[config.mk]
export PLATFORM = sky130hd
export DESIGN_NAME = decoder_rr_arbiter
export DESIGN_NICKNAME = d
export VERILOG_FILES = /design/src/rtl/decoder_arb_pkg.sv /design/src/rtl/decoder_3to8.sv /design/src/rtl/decoder_rr_arbiter.sv
export SDC_FILE = /design/constraint.sdc
export NUM_CORES = 1
export LEC_CHECK = 0
export CORE_MARGIN = 2
export CORE_UTILIZATION = 45
export DETAILED_ROUTE_END_ITERATION = 8
export MAX_ROUTING_LAYER = met4
export PLACE_DENSITY = 0.81
export SYNTH_ARGS = -nofsm -noshare
export SYNTH_HDL_FRONTEND = slang
export SYNTH_SLANG_ARGS = --single-unit
[constraint.sdc]
create_clock -name clk -period 3.15 [get_ports clk]
set_input_delay 0.315 -clock clk [delete_from_list [all_inputs] [get_ports clk]]
set_output_delay 0.315 -clock clk [all_outputs]
set_load 0.02 [all_outputs]
[src/rtl/decoder_arb_pkg.sv]
// Shared definitions for the round-robin arbiter that drives the 3-to-8 decoder.
// Holds the requester count, index width, FSM states and the winner search.
package decoder_arb_pkg;

  localparam int N_REQ = 8;
  localparam int IDX_W = 3;

  typedef enum logic {
    ARB_IDLE,
    ARB_BUSY
  } arb_state_t;

  // Scans ptr, ptr+1, ... modulo 8 and returns the first requesting index.
  function automatic logic [IDX_W-1:0] rr_pick(input logic [N_REQ-1:0] req,
                                               input logic [IDX_W-1:0] ptr);
    logic [IDX_W-1:0] idx;
    logic             found;
    rr_pick = ptr;
    found   = 1'b0;
    for (int i = 0; i < N_REQ; i++) begin
      idx = ptr + IDX_W'(i);
      if (!found && req[idx]) begin
        rr_pick = idx;
        found   = 1'b1;
      end
    end
  endfunction

endpackage

[src/rtl/decoder_3to8.sv]
// Classic 3-to-8 line decoder with enable; a is the MSB of the select code.
// Exactly one output is high when enabled, all outputs are low otherwise.
module decoder_3to8 (
  input  logic       a,
  input  logic       b,
  input  logic       c,
  input  logic       en,
  output logic [7:0] y
);

  always_comb begin
    y = 8'h00;
    if (en) begin
      y[{a, b, c}] = 1'b1;
    end
  end

endmodule

[src/rtl/decoder_rr_arbiter.sv]
// Round-robin arbiter for eight requesters; the grant vector is the output of a
// shared 3-to-8 decoder driven from the registered winner index and busy flag.
module decoder_rr_arbiter
  import decoder_arb_pkg::*;
#(
  parameter int MAX_HOLD = 15,
  parameter int CW       = $clog2(MAX_HOLD + 1)
) (
  input  logic             clk,
  input  logic             rst,
  input  logic [N_REQ-1:0] req,
  input  logic             done,
  output logic [N_REQ-1:0] grant,
  output logic [IDX_W-1:0] grant_idx,
  output logic             busy,
  output logic             timeout
);

  localparam logic [CW-1:0] HOLD_LAST = CW'(MAX_HOLD - 1);

  arb_state_t       state, state_next;
  logic [IDX_W-1:0] ptr, ptr_next;
  logic [IDX_W-1:0] idx_next;
  logic [CW-1:0]    hold_cnt, hold_cnt_next;
  logic             timeout_next;

  always_ff @(posedge clk or posedge rst) begin
    if (rst) begin
      state     <= ARB_IDLE;
      ptr       <= '0;
      grant_idx <= '0;
      hold_cnt  <= '0;
      timeout   <= 1'b0;
    end else begin
      state     <= state_next;
      ptr       <= ptr_next;
      grant_idx <= idx_next;
      hold_cnt  <= hold_cnt_next;
      timeout   <= timeout_next;
    end
  end

  // done takes priority over the last hold cycle, so a collision never pulses timeout.
  always_comb begin
    state_next    = state;
    ptr_next      = ptr;
    idx_next      = grant_idx;
    hold_cnt_next = hold_cnt;
    timeout_next  = 1'b0;
    unique case (state)
      ARB_IDLE: begin
        if (|req) begin
          idx_next      = rr_pick(req, ptr);
          hold_cnt_next = '0;
          state_next    = ARB_BUSY;
        end
      end
      ARB_BUSY: begin
        if (done) begin
          state_next = ARB_IDLE;
          ptr_next   = grant_idx + 3'd1;
        end else if (hold_cnt == HOLD_LAST) begin
          state_next   = ARB_IDLE;
          ptr_next     = grant_idx + 3'd1;
          timeout_next = 1'b1;
        end else begin
          hold_cnt_next = hold_cnt + 1'b1;
        end
      end
      default: state_next = ARB_IDLE;
    endcase
  end

  assign busy = (state == ARB_BUSY);

  decoder_3to8 u_decoder (
    .a  (grant_idx[2]),
    .b  (grant_idx[1]),
    .c  (grant_idx[0]),
    .en (busy),
    .y  (grant)
  );

endmodule

After elaboration in Yosys (flattened, before gate mapping)
Cells that the tools add are included.

Add/sub/neg operators: 9. $lt $le $gt $ge: 10. Eq/ne operators: 4. Multiplexer cells: 60. Bitwise operators: 1. Reductions and logical operators: 20.

Operators with widths (number): less-than comparator 3 x 4 -> 1 bit, second input constant (9); two-way mux 1 bit (36); two-way mux 3 bit (9); binary-select mux 1 bit (select 3 bit) (8); adder 3 bit, second input constant (4); two-way mux 4 bit (3); logical AND 1 bit (8); two-way mux 8 bit (1); one-hot mux 4 bit (2 select lines) (1); OR reduction 8 bit (1); logical NOT 1 bit (7); adder 3 x 1 -> 3 bit, second input constant (2); adder 3 x 2 -> 3 bit, second input constant (2); inequality test 2 bit, second input constant (3); adder 4 x 1 -> 4 bit, second input constant (1); equality test 4 bit, second input constant (1); AND reduction 2 bit (2); demux 1 bit (select 3 bit) (1); >= comparator 3 x 1 -> 1 bit, second input constant (1); AND reduction 3 bit (1); one-hot mux 1 bit (2 select lines) (1); nonzero test 2 bit (1); inverter 1 bit (1).

Register bits: 12. Input port bits: 11. Output and inout bits: 13. Logic and storage cells: 109.

Logic depth before layout (Yosys ltp)
Word-level depth: 38. Gate-level depth with buffers: 12. Depth with buffers taken out: 9.

Cells and area by module
From an unflattened synthesis, not the netlist that was laid out.

Cells, all modules: 168. Area total of the unflattened synthesis: 1600.3 um2.

By module, submodules not included: decoder_rr_arbiter (instances 1, cells each 160, area each 1505.2 um2, sequential area each 300.3 um2); decoder_3to8 (instances 1, cells each 8, area each 95.1 um2, sequential area each 0.0 um2).

Worst setup path after synthesis
No wires, ideal clock.

Path kind: reg2reg. Start: register ptr[0]. End: register grant_idx[1]. Setup time: 0.076 ns. Arrival time: 2.914 ns. Required time: 3.074 ns. Setup slack: 0.159 ns. Cell stages (with the launch flop): 12. Buffers on the path: 3. Clock period less this slack: 2.991 ns. Cells stage by stage: dfrtp_1 > buf_6 > buf_4 > inv_1 > ha_1 > clkbuf_1 > mux2_2 > a32o_1 > mux2_1 > a211oi_1 > o31ai_1 > o21ai_1.

Longest elaborated chain between the ends: 38. Elaborated cells between the ends (all ways): 65. Classes of those cells: 7 x add/sub; 44 x mux; 14 x reduce/logical.

RTL lines: start, declared (RTL line decoder_rr_arbiter.sv:22) `logic [IDX_W-1:0] ptr, ptr_next;`; start signal, assigned (RTL line decoder_rr_arbiter.sv:36) `ptr <= ptr_next;`; binary-select mux 1 bit (select 3 bit) (RTL line decoder_arb_pkg.sv:22) `if (!found && req[idx]) begin`; two-way mux 1 bit (implied by the code) (RTL line decoder_arb_pkg.sv:22); two-way mux 1 bit (RTL line decoder_arb_pkg.sv:22); two-way mux 1 bit (RTL line decoder_rr_arbiter.sv:52) `if (|req) begin`; two-way mux 1 bit (RTL line decoder_rr_arbiter.sv:50) `unique case (state)`; logical NOT 1 bit (RTL line decoder_arb_pkg.sv:22); logical AND 1 bit (RTL line decoder_arb_pkg.sv:22); two-way mux 1 bit (RTL line decoder_arb_pkg.sv:22); [22 not listed]; logical NOT 1 bit (RTL line decoder_arb_pkg.sv:22); logical AND 1 bit (RTL line decoder_arb_pkg.sv:22); two-way mux 1 bit (RTL line decoder_arb_pkg.sv:22); two-way mux 1 bit (RTL line decoder_rr_arbiter.sv:52); two-way mux 1 bit (RTL line decoder_rr_arbiter.sv:50); logical NOT 1 bit (RTL line decoder_arb_pkg.sv:22); logical AND 1 bit (RTL line decoder_arb_pkg.sv:22); two-way mux 3 bit * (RTL line decoder_arb_pkg.sv:22); end signal, assigned (RTL line decoder_rr_arbiter.sv:37) `grant_idx <= idx_next;`; end, declared (RTL line decoder_rr_arbiter.sv:14) `output logic [IDX_W-1:0] grant_idx,`.

Mark *: on every way between the ends. The rest lies on a longest branch, timed or not. The select of a mux whose other input is x is not followed. A chain may end at the register's enable or synchronous reset.

Final worst setup path
Start: register ptr[0]. End: register grant_idx[2].

The elaborated chain is that of the path after synthesis.

==> qor.yml <==
sta:
  worst_slew_pin_slew_ps: 463.5
  skew_ps: 4.963
  hold_viol_final: 0
  setup_slack_ps: 387.3
  fmax_mhz: 362.0
  finalCritPeriodShare: 0.8771
  rsz0062_at_grt: "false"
  drv_slew: 0
  finalSetupTns_ps: 0
  period_needed_ps: 2763
  finalSetupViolations: 0
  worst_slew_margin_rel: 0.6877
clock_tree:
  insertion_delay_ps: 240
  post_cts_buffers: 0
  clockRootBuffer: "clkbuf_8"
  cts.sinks: 12
  clock_path_buffers: 2
  cts_resized: 0
  htreeDepth: 1
  tritoncts: "yes"
  holdBufCountCts: 0
  cts_made_buffers: 3
  clk_pin_slew_ps: 60
routing:
  drc: 0
  ant_nets: 0
  vias: 1546
  detail_route.first_pass.iterations: 4
  wl_mm: 4.115
  drtIter0Drc: 83
  vias_per_cell: 6.135
  wl_per_cell_um: 16.33
synthesis:
  syn-instance-count: 180
  synth_xor_area_frac: 0.03130
  yosysSeqAreaShare: 0.1788
  syn_nets: 196
  ys_seq_elements: 12
  yosysWarningCount: 0
  synth.distinct_cells: 44
  synth_top_area_frac: 0.1788
  syn_area_mm2: 0.001679
  synth_top_area_cell: "dfrtp_1"
  avgSynthCellArea_um2: 9.328
  synth_area_leaders: "dfrtp_1 (18%), mux4_1 (11%), mux4_2 (9.4%)"
  synthMuxAreaShare: 0.3450
  synth-adder-area-share: 0.03726
  synth_top_family_by_area: "multiplexers"
  synthSimpleGateAreaFrac: 0.1699
  synth_compound_area_frac: 0.1788
floorplanning:
  fp.dieH_um: 65.09
  fp.dieW_um: 65.09
  die_area_mm2: 0.004236
  core_area_mm2: 0.003633
  rows: 22
  boundaryPins: 24
  start_util: 0.4621
setup_path:
  crit_required_ps: 3280
  crit_path_end_kind: "flop"
  arrival_ps: 2900
  r2r-end: "grant_idx[2]"
  rrSetupSlack_ps: 390
  worstPathMaxFanout: 20
  timing.rr.start: "ptr[0]"
  worstSetupPathType: "reg -> reg"
  cp-start-kind: "flop"
  reg2regPathDepth: 8
finish:
  fin_cells: 252
  diodes: 0
  drive_gt1_frac: 0.1471
  fin_nets: 221
  syn_to_final_growth_pct: 20.04
global_routing:
  busiest_layer: "met2"
  grt.total_usage: 0.2149
  grt_max_degree: 21
  grt_pass1_vias: 1408
  use_met3: 0.03125
  grt_overflow: 0
  antenna_found_initial: 0
  met2_usage: 0.3235
  grt_pass1_wl_mm: 6.975
  grt.met1_usage: 0.3120
place:
  gp_congestion: 0.9455
  pre_cts_slack_ps: 236.4
  hpwl_mm: 3.167
  io_buffer_count: 23
  dp_cells: 248
worst_hold_path:
  hp-class: "in -> async"
run_status:
  outcome: "completed"
job:
  cap_viol_max_count: 0
power:
  total_leakage_power_nw: 0.8292
  ir_worst_vdd_uv: 606.9
  power.density_mw_per_mm2: 1213
sequential cells by signal (all words and copies together) (netlist names):
signal	count
busy	1
grant_idx	3
hold_cnt	4
ptr	3
timeout	1
cells by family after synthesis:
logic type,Yosys count
AND/OR/NAND/NOR,59
AO/OA/AOI/OAI,42
multiplexers,36
buffers and inverters,20
flip-flops,12
XOR/XNOR,6
adder cells (fa/ha/maj),5
routing by layer:
metal	routed length (µm)	share of wire
met1	2003	0.49
met2	1874	0.46
met3	214	0.052
met4	22	0.0053
met5	0	0
synthesized netlist by cell type, drive strengths merged:
library cell,instances
and3b,1
dfrtp,12
o22ai,2
clkbuf,4
a211oi,3
mux2i,11
and3,1
a221oi,2
xor2,2
nand2,16
o31ai,1
mux4,14
o22a,1
nand2b,7
a41oi,1
or3,1
a21o,2
nand4,4
buf,6
o211ai,1
a311oi,2
clkinv,1
a32o,3
inv,9
mux2,11
nor2,15
nor2b,2
o21ai,12
a22oi,5
a22o,2
nor4,2
nand3,3
a21oi,5
xnor2,4
nor3,4
ha,5
and2,3
worst max-delay path by stage:
stage / from / to / slack [ps]
final: ptr[0] / grant_idx[2] / 390
after global routing: ptr[0] / grant_idx[1] / 200
after CTS: ptr[0] / grant_idx[1] / 400
after detailed placement: req[0] / grant_idx[1] / 240
after global placement: req[0] / grant_idx[1] / 270
after floorplan: ptr[0] / grant_idx[1] / 160
report_power, final:
part	internal, mW	switching (mW)	leakage [nW]
sequential	0.216	0.0953	0.151
clock	0.111	0.0609	0.0288
combinational	0.915	1.05	0.650
total	1.24	1.20	0.829
area by class of cell:
cell class | instances | area [µm²]
Fill cell | 345 | 1618
Multi-Input combinational cell | 148 | 1280
Sequential cell | 12 | 300.3
Timing Repair Buffer | 30 | 282.8
Tap cell | 48 | 60.06
Clock buffer | 4 | 55.05
Inverter | 10 | 37.54
worst max-delay path: stages, from the launching register on:
cell	delay [ps]
dfrtp_1	380
buf_4	300
mux4_1	750
mux2_2	350
a22oi_1	310
nor2_1	70
nor3_1	180
o22ai_1	110
a22o_1	200
per-stage QoR:
stage / power, mW / area (µm²) / util / hold slack [ps]
after floorplan: 1.780 / 1679 / - / 179.7
after global placement: 2.228 / 1961 / 0.5396 / 528.1
after detailed placement: 2.244 / 1961 / 0.5396 / 547.8
final: 2.444 / 2016 / 0.5548 / 379.8
after global routing: 2.642 / 2016 / 0.5548 / 435.6
after CTS: 2.423 / 2016 / 0.5548 / 398.2
cells in the final DEF (no fill, tap or decap), types with 2 or more instances in the layout:
| master | count |
|---|---|
| xor2_1 | 2 |
| a21o_1 | 2 |
| a21oi_1 | 5 |
| a221oi_1 | 2 |
| o22ai_1 | 2 |
| nand3_1 | 3 |
| a211oi_1 | 2 |
| nand2_1 | 16 |
| and2_1 | 3 |
| nor4_1 | 2 |
| inv_1 | 9 |
| nor3_1 | 4 |
| nor2b_1 | 2 |
| ha_1 | 5 |
| a22o_1 | 2 |
| o21ai_1 | 2 |
| o21ai_0 | 10 |
| xnor2_1 | 4 |
| mux4_2 | 7 |
| nand2b_1 | 7 |
| mux4_1 | 7 |
| dfrtp_1 | 12 |
| nand4_1 | 4 |
| a311oi_1 | 2 |
| buf_4 | 7 |
| a32o_1 | 3 |
| mux2_2 | 9 |
| clkdlybuf4s50_1 | 23 |
| a22oi_1 | 5 |
| mux2i_1 | 11 |
| clkbuf_8 | 4 |
| nor2_1 | 15 |
(Power assumes the default switching activity.)
